===== config.mk =====
export PLATFORM = sky130hd
export DESIGN_NAME = filter_spad_seq
export DESIGN_NICKNAME = d
export VERILOG_FILES = /design/src/rtl/filter_spad_pkg.sv /design/src/rtl/skid_fifo2.sv /design/src/rtl/filter_spad_seq.sv
export SDC_FILE = /design/constraint.sdc
export NUM_CORES = 1
export LEC_CHECK = 0
export CELL_PAD_IN_SITES_DETAIL_PLACEMENT = 2
export CELL_PAD_IN_SITES_GLOBAL_PLACEMENT = 2
export CORE_MARGIN = 2
export CORE_UTILIZATION = 39
export CTS_CLUSTER_DIAMETER = 80
export DETAILED_ROUTE_END_ITERATION = 12
export PLACE_DENSITY_LB_ADDON = 0.25
export SLEW_MARGIN = 25
export SYNTH_ARGS = -nofsm -noshare
export SYNTH_HDL_FRONTEND = slang
export SYNTH_SLANG_ARGS = --single-unit

===== constraint.sdc =====
create_clock -name clk_i -period 7.1 [get_ports clk_i]
set_input_delay 1.065 -clock clk_i [delete_from_list [all_inputs] [get_ports clk_i]]
set_output_delay 1.065 -clock clk_i [all_outputs]
set_load 0.005 [all_outputs]

===== src/rtl/filter_spad_pkg.sv =====
// rtl/filter_spad_pkg.sv - shared states and sizing for the filter scratchpad sequencer
package filter_spad_pkg;

    localparam int DEF_DATA_W = 8;
    localparam int DEF_ADDR_W = 6;
    localparam int DEPTH      = 2 ** DEF_ADDR_W;

    typedef enum logic [1:0] {
        S_IDLE,
        S_LOAD,
        S_STREAM,
        S_DONE
    } state_e;

endpackage


===== src/rtl/skid_fifo2.sv =====
// rtl/skid_fifo2.sv - two-entry FIFO that absorbs the scratchpad read latency
module skid_fifo2 #(
    parameter int W = 9
) (
    input  logic         clk_i,
    input  logic         rst_i,
    input  logic         push_i,
    input  logic [W-1:0] push_data_i,
    input  logic         pop_i,
    output logic         valid_o,
    output logic [W-1:0] data_o,
    output logic [1:0]   count_o
);

    logic [W-1:0] mem_q [2];
    logic         wptr_q, wptr_d;
    logic         rptr_q, rptr_d;
    logic [1:0]   cnt_q, cnt_d;

    always_comb begin
        wptr_d = wptr_q ^ push_i;
        rptr_d = rptr_q ^ pop_i;
        cnt_d  = cnt_q + {1'b0, push_i} - {1'b0, pop_i};
    end

    // The head entry is never overwritten: a push only lands on the head slot when empty.
    always_ff @(posedge clk_i) begin
        if (rst_i) begin
            mem_q[0] <= '0;
            mem_q[1] <= '0;
            wptr_q   <= 1'b0;
            rptr_q   <= 1'b0;
            cnt_q    <= '0;
        end else begin
            if (push_i) begin
                mem_q[wptr_q] <= push_data_i;
            end
            wptr_q <= wptr_d;
            rptr_q <= rptr_d;
            cnt_q  <= cnt_d;
        end
    end

    assign valid_o = (cnt_q != 2'd0);
    assign data_o  = mem_q[rptr_q];
    assign count_o = cnt_q;

endmodule


===== src/rtl/filter_spad_seq.sv =====
// rtl/filter_spad_seq.sv - loads a filter into the scratchpad and replays it to the MAC
module filter_spad_seq
    import filter_spad_pkg::*;
#(
    parameter int DATA_W = DEF_DATA_W,
    parameter int ADDR_W = DEF_ADDR_W
) (
    input  logic              clk_i,
    input  logic              rst_i,
    input  logic              cfg_valid_i,
    output logic              cfg_ready_o,
    input  logic [ADDR_W:0]   cfg_len_i,
    input  logic [7:0]        cfg_reps_i,
    input  logic              load_valid_i,
    output logic              load_ready_o,
    input  logic [DATA_W-1:0] load_data_i,
    output logic              spad_rd_o,
    output logic              spad_wr_o,
    output logic [ADDR_W-1:0] spad_addr_o,
    output logic [DATA_W-1:0] spad_wdata_o,
    input  logic [DATA_W-1:0] spad_rdata_i,
    output logic              w_valid_o,
    input  logic              w_ready_i,
    output logic [DATA_W-1:0] w_data_o,
    output logic              w_last_o,
    output logic              done_o
);

    localparam int              CW      = ADDR_W + 9;
    localparam logic [ADDR_W:0] LEN_MAX = {1'b1, {ADDR_W{1'b0}}};
    localparam logic [ADDR_W:0] LEN_ONE = {{ADDR_W{1'b0}}, 1'b1};
    localparam logic [CW-1:0]   CNT_ONE = {{(CW-1){1'b0}}, 1'b1};

    state_e          state_q, state_d;
    logic [ADDR_W:0] len_q, len_d;
    logic [ADDR_W:0] wcnt_q, wcnt_d;
    logic [ADDR_W:0] raddr_q, raddr_d;
    logic [7:0]      reps_q, reps_d;
    logic [7:0]      pass_q, pass_d;
    logic [CW-1:0]   popcnt_q, popcnt_d;
    logic            inflight_q, inflight_d;
    logic            rtag_q, rtag_d;

    logic [CW-1:0]   total;
    logic [DATA_W:0] head;
    logic [1:0]      occ;
    logic [2:0]      budget;
    logic            pop;
    logic            rd_last;

    skid_fifo2 #(
        .W(DATA_W + 1)
    ) u_skid (
        .clk_i       (clk_i),
        .rst_i       (rst_i),
        .push_i      (inflight_q),
        .push_data_i ({rtag_q, spad_rdata_i}),
        .pop_i       (pop),
        .valid_o     (w_valid_o),
        .data_o      (head),
        .count_o     (occ)
    );

    assign w_last_o = head[DATA_W];
    assign w_data_o = head[DATA_W-1:0];
    assign pop      = w_valid_o & w_ready_i;
    assign total    = CW'(len_q) * CW'(reps_q);
    assign rd_last  = (raddr_q == len_q - LEN_ONE);
    // Words already buffered plus the one still coming back from the scratchpad.
    assign budget   = {1'b0, occ} + {2'b0, inflight_q} - {2'b0, pop};

    always_comb begin
        state_d      = state_q;
        len_d        = len_q;
        reps_d       = reps_q;
        wcnt_d       = wcnt_q;
        raddr_d      = raddr_q;
        pass_d       = pass_q;
        popcnt_d     = popcnt_q;
        inflight_d   = 1'b0;
        rtag_d       = 1'b0;
        cfg_ready_o  = 1'b0;
        load_ready_o = 1'b0;
        spad_rd_o    = 1'b0;
        spad_wr_o    = 1'b0;
        spad_addr_o  = '0;
        spad_wdata_o = '0;
        done_o       = 1'b0;
        if (!rst_i) begin
            unique case (state_q)
                S_IDLE: begin
                    cfg_ready_o = 1'b1;
                    if (cfg_valid_i) begin
                        len_d    = (cfg_len_i > LEN_MAX) ? LEN_MAX : cfg_len_i;
                        reps_d   = cfg_reps_i;
                        wcnt_d   = '0;
                        raddr_d  = '0;
                        pass_d   = '0;
                        popcnt_d = '0;
                        state_d  = S_LOAD;
                    end
                end
                S_LOAD: begin
                    if (len_q == '0 || reps_q == '0) begin
                        state_d = S_DONE;
                    end else begin
                        load_ready_o = 1'b1;
                        if (load_valid_i) begin
                            spad_wr_o    = 1'b1;
                            spad_addr_o  = wcnt_q[ADDR_W-1:0];
                            spad_wdata_o = load_data_i;
                            wcnt_d       = wcnt_q + LEN_ONE;
                            if (wcnt_q == len_q - LEN_ONE) begin
                                state_d = S_STREAM;
                            end
                        end
                    end
                end
                S_STREAM: begin
                    if (pass_q < reps_q && budget < 3'd2) begin
                        spad_rd_o   = 1'b1;
                        spad_addr_o = raddr_q[ADDR_W-1:0];
                        inflight_d  = 1'b1;
                        rtag_d      = rd_last;
                        if (rd_last) begin
                            raddr_d = '0;
                            pass_d  = pass_q + 8'd1;
                        end else begin
                            raddr_d = raddr_q + LEN_ONE;
                        end
                    end
                    if (pop) begin
                        popcnt_d = popcnt_q + CNT_ONE;
                        if (popcnt_d == total) begin
                            state_d = S_DONE;
                        end
                    end
                end
                S_DONE: begin
                    done_o  = 1'b1;
                    state_d = S_IDLE;
                end
                default: state_d = S_IDLE;
            endcase
        end
    end

    always_ff @(posedge clk_i) begin
        if (rst_i) begin
            state_q    <= S_IDLE;
            len_q      <= '0;
            reps_q     <= '0;
            wcnt_q     <= '0;
            raddr_q    <= '0;
            pass_q     <= '0;
            popcnt_q   <= '0;
            inflight_q <= 1'b0;
            rtag_q     <= 1'b0;
        end else begin
            state_q    <= state_d;
            len_q      <= len_d;
            reps_q     <= reps_d;
            wcnt_q     <= wcnt_d;
            raddr_q    <= raddr_d;
            pass_q     <= pass_d;
            popcnt_q   <= popcnt_d;
            inflight_q <= inflight_d;
            rtag_q     <= rtag_d;
        end
    end

endmodule


==> results.yml <==
timing:
  setup_viol: 0
  skew_ns: 0.0126
  rsz0062_at_grt: "false"
  fin_crit_ns: 5.51
  worst_slack_ns: 1.59
  fin_setup_tns_ns: 0
  timing.slew.headroom_pct: 37.0
  max_freq_mhz: 181
  hold_violations: 0
  max_slew.worst_pin.slew_ns: 0.945
  finalCritPeriodShare_pct: 77.6
  slew_violations: 0
clock_network:
  worstSkewPairLatency_ns: 0.36
  cts_tree: "yes"
  cts_setup_buffers: 0
  cts_hold_buffers: 0
  cts_root_buffer: "clkbuf_16"
  ctsHtreeMaxLevel: 3
  cts.sinks: 78
  numCtsBuffers: 9
  clk_path_buf_depth: 2
  post_cts_resized: 0
  clk_pin_slew_ns: 0.07
global_routing:
  top_usage_layer: "met2"
  grt_overflow: 0
  grt_first_pass_wirelength_um: 36400
  globalRouteMet2Util_pct: 48.6
  grt_usage_pct: 25.5
  met3_usage_pct: 3.06
  use_met1_pct: 29.4
  grt_pass1_vias: 6744
  antenna_found_initial: 0
  grt_max_degree: 62
synthesis:
  avgSynthCellArea_um2: 8.52
  synth_seq_cells: 78
  yosysWarningCount: 0
  async_flop_share_pct: 0
  synthCells: 778
  syn_area_um2: 6630
  synth_edf_count: 18
  ys_seq_area_share_pct: 26.3
  synthDistinctLibCells: 72
  yosys_most_used_dff: "dfxtp_1"
  syn_nets: 895
drt:
  routed_wl_um: 21700
  avgRoutedWirePerCell_um: 20.9
  dr.pass1.iters: 4
  drt-initial-drc-count: 250
  num_vias: 5783
  via_per_inst: 5.57
  drc: 0
  drtAntennaViolNets: 0
final_layout:
  utilization_pct: 46.1
  antenna_cells: 0
  nNetsFinal: 931
  fill_cells: 1856
  fin_cells: 1039
  area_growth_pct: 15.2
  drive_gt1_share_pct: 6.72
setup_path:
  cp-start-kind: "primary input"
  worstSetupEndpointType: "primary output"
  crit_fanout: 7
  crit_arrival_ns: 4.45
  crit_type: "in2out"
  crit_required_ns: 6.03
pwr:
  power.static_leakage_nw: 2.99
  irDropWorstVdd_mv: 0.127
  power.density_nw_per_um2: 236
floorplanning:
  die-height_um: 134
  rows: 47
  start_util_pct: 40.0
  coreArea_um2: 16600
  die-area_um2: 18100
  die_w_um: 134
  io_pins: 65
run:
  max_cap_viol_count: 0
outcome:
  run_status: "completed"
placed_design:
  io_buffers: 64
  dp_hpwl_um: 16300
  place_congestion: 0.810
  dp_cells: 1023
  place_ws_ns: 1.59
min_path:
  min_path_type: "reg2reg"
sequential cells by signal, summed over array words and instances (netlist names):
name	flops
wcnt_q	7
u_skid.mem_q	18
raddr_q	7
u_skid.rptr_q	1
rtag_q	1
u_skid.wptr_q	1
reps_q	8
inflight_q	1
pass_q	8
state_q	2
popcnt_q	15
len_q	7
u_skid.count_o	2
kinds of logic (layout without fill, tap and decap cells):
logic type	count (synthesis)	in the layout	share of synthesized area, %
mux	13	13	2.15
xor+xnor	64	64	8.78
fa+ha+maj	81	81	18.7
compound gates	137	137	13.8
flops	78	78	26.3
buf+inv	100	141	6.34
simple gates	305	305	24.0
synth_stat cells (20+ instances only):
| cell type | number | area (µm²) |
|---|---|---|
| a21oi_1 | 56 | 280 |
| nand2_1 | 97 | 364 |
| clkbuf_1 | 24 | 90.1 |
| and2_1 | 43 | 269 |
| inv_1 | 59 | 221 |
| o21ai_0 | 21 | 105 |
| ha_1 | 51 | 638 |
| nor2_1 | 56 | 210 |
| dfxtp_1 | 60 | 1200 |
| xnor2_1 | 46 | 403 |
| fa_1 | 30 | 601 |
| nand3_1 | 20 | 100 |
worst max-delay path: stages:
cell	delay, ns
clkdlybuf4s50_1	0.39
o21ai_0	0.24
inv_1	0.11
ha_1	0.29
inv_1	0.06
ha_1	0.14
inv_1	0.05
fa_1	0.38
xor2_1	0.19
a2111oi_4	0.41
o21a_2	0.32
a22oi_1	0.12
nor2_1	0.15
clkdlybuf4s50_1	0.53
per-stage QoR:
stage	total power, mW	cell area (µm²)	hold slack, ns
after CTS	1.82	7640	0.488
after floorplan	1.09	6630	0.446
after global routing	1.91	7640	0.512
after global placement	1.29	7350	0.463
after detailed placement	1.33	7350	0.476
final	1.80	7640	0.485
placed cells by master, fill, tap and decap left out, types with 4 or more instances in the layout:
cell type,n
nand4_1,8
o21bai_1,4
clkdlybuf4s50_1,63
a31o_2,4
a22oi_1,6
nor3_1,17
a21oi_1,56
a211oi_1,5
nor2_1,56
inv_1,59
nor4_1,7
xnor2_1,46
fa_1,30
a21o_1,10
mux2_2,10
nand2_1,97
xor2_1,16
or4_1,5
clkbuf_16,9
ha_1,51
and2_1,43
nand3_1,20
o21ai_0,21
nand3b_1,7
nor2b_1,5
edfxtp_1,18
o31ai_1,4
and4_1,4
nand2b_1,13
dfxtp_1,60
nand4b_1,4
area by class of cell:
| cell class | count | area [µm²] | area share (%) |
|---|---|---|---|
| inverter | 60 | 225 | 2.95 |
| sequential | 78 | 1740 | 22.8 |
| tap | 220 | 275 | 3.60 |
| clock buffer | 9 | 225 | 2.95 |
| timing repair buffer | 65 | 643 | 8.42 |
| multi-input combinational | 600 | 4470 | 58.5 |
| clock inverter | 7 | 61.3 | 0.803 |
report_power, final:
part           internal [mW]  total [mW]  switching [mW]
combinational          0.289       0.770           0.481
clock                  0.244       0.463           0.219
sequential             0.492       0.569          0.0769
routing by layer:
metal / vias up / share of wire, %
met5: - / 0
met4: 0 / 2.1
met3: 33 / 2.3
met2: 74 / 54
met1: 2952 / 41
li1: 2724 / -
worst paths after layout:
kind                   from             end  slack, ns  cells past startpoint
setup / recovery  w_ready_i  spad_addr_o[1]       1.59                     14
hold / removal    pass_q[7]       pass_q[7]       0.49                      2
setup reg to reg   len_q[3]      state_q[0]       1.75                     17
hold reg to reg   pass_q[7]       pass_q[7]       0.49                      2
Note: power is estimated with default switching activity, not from simulation.
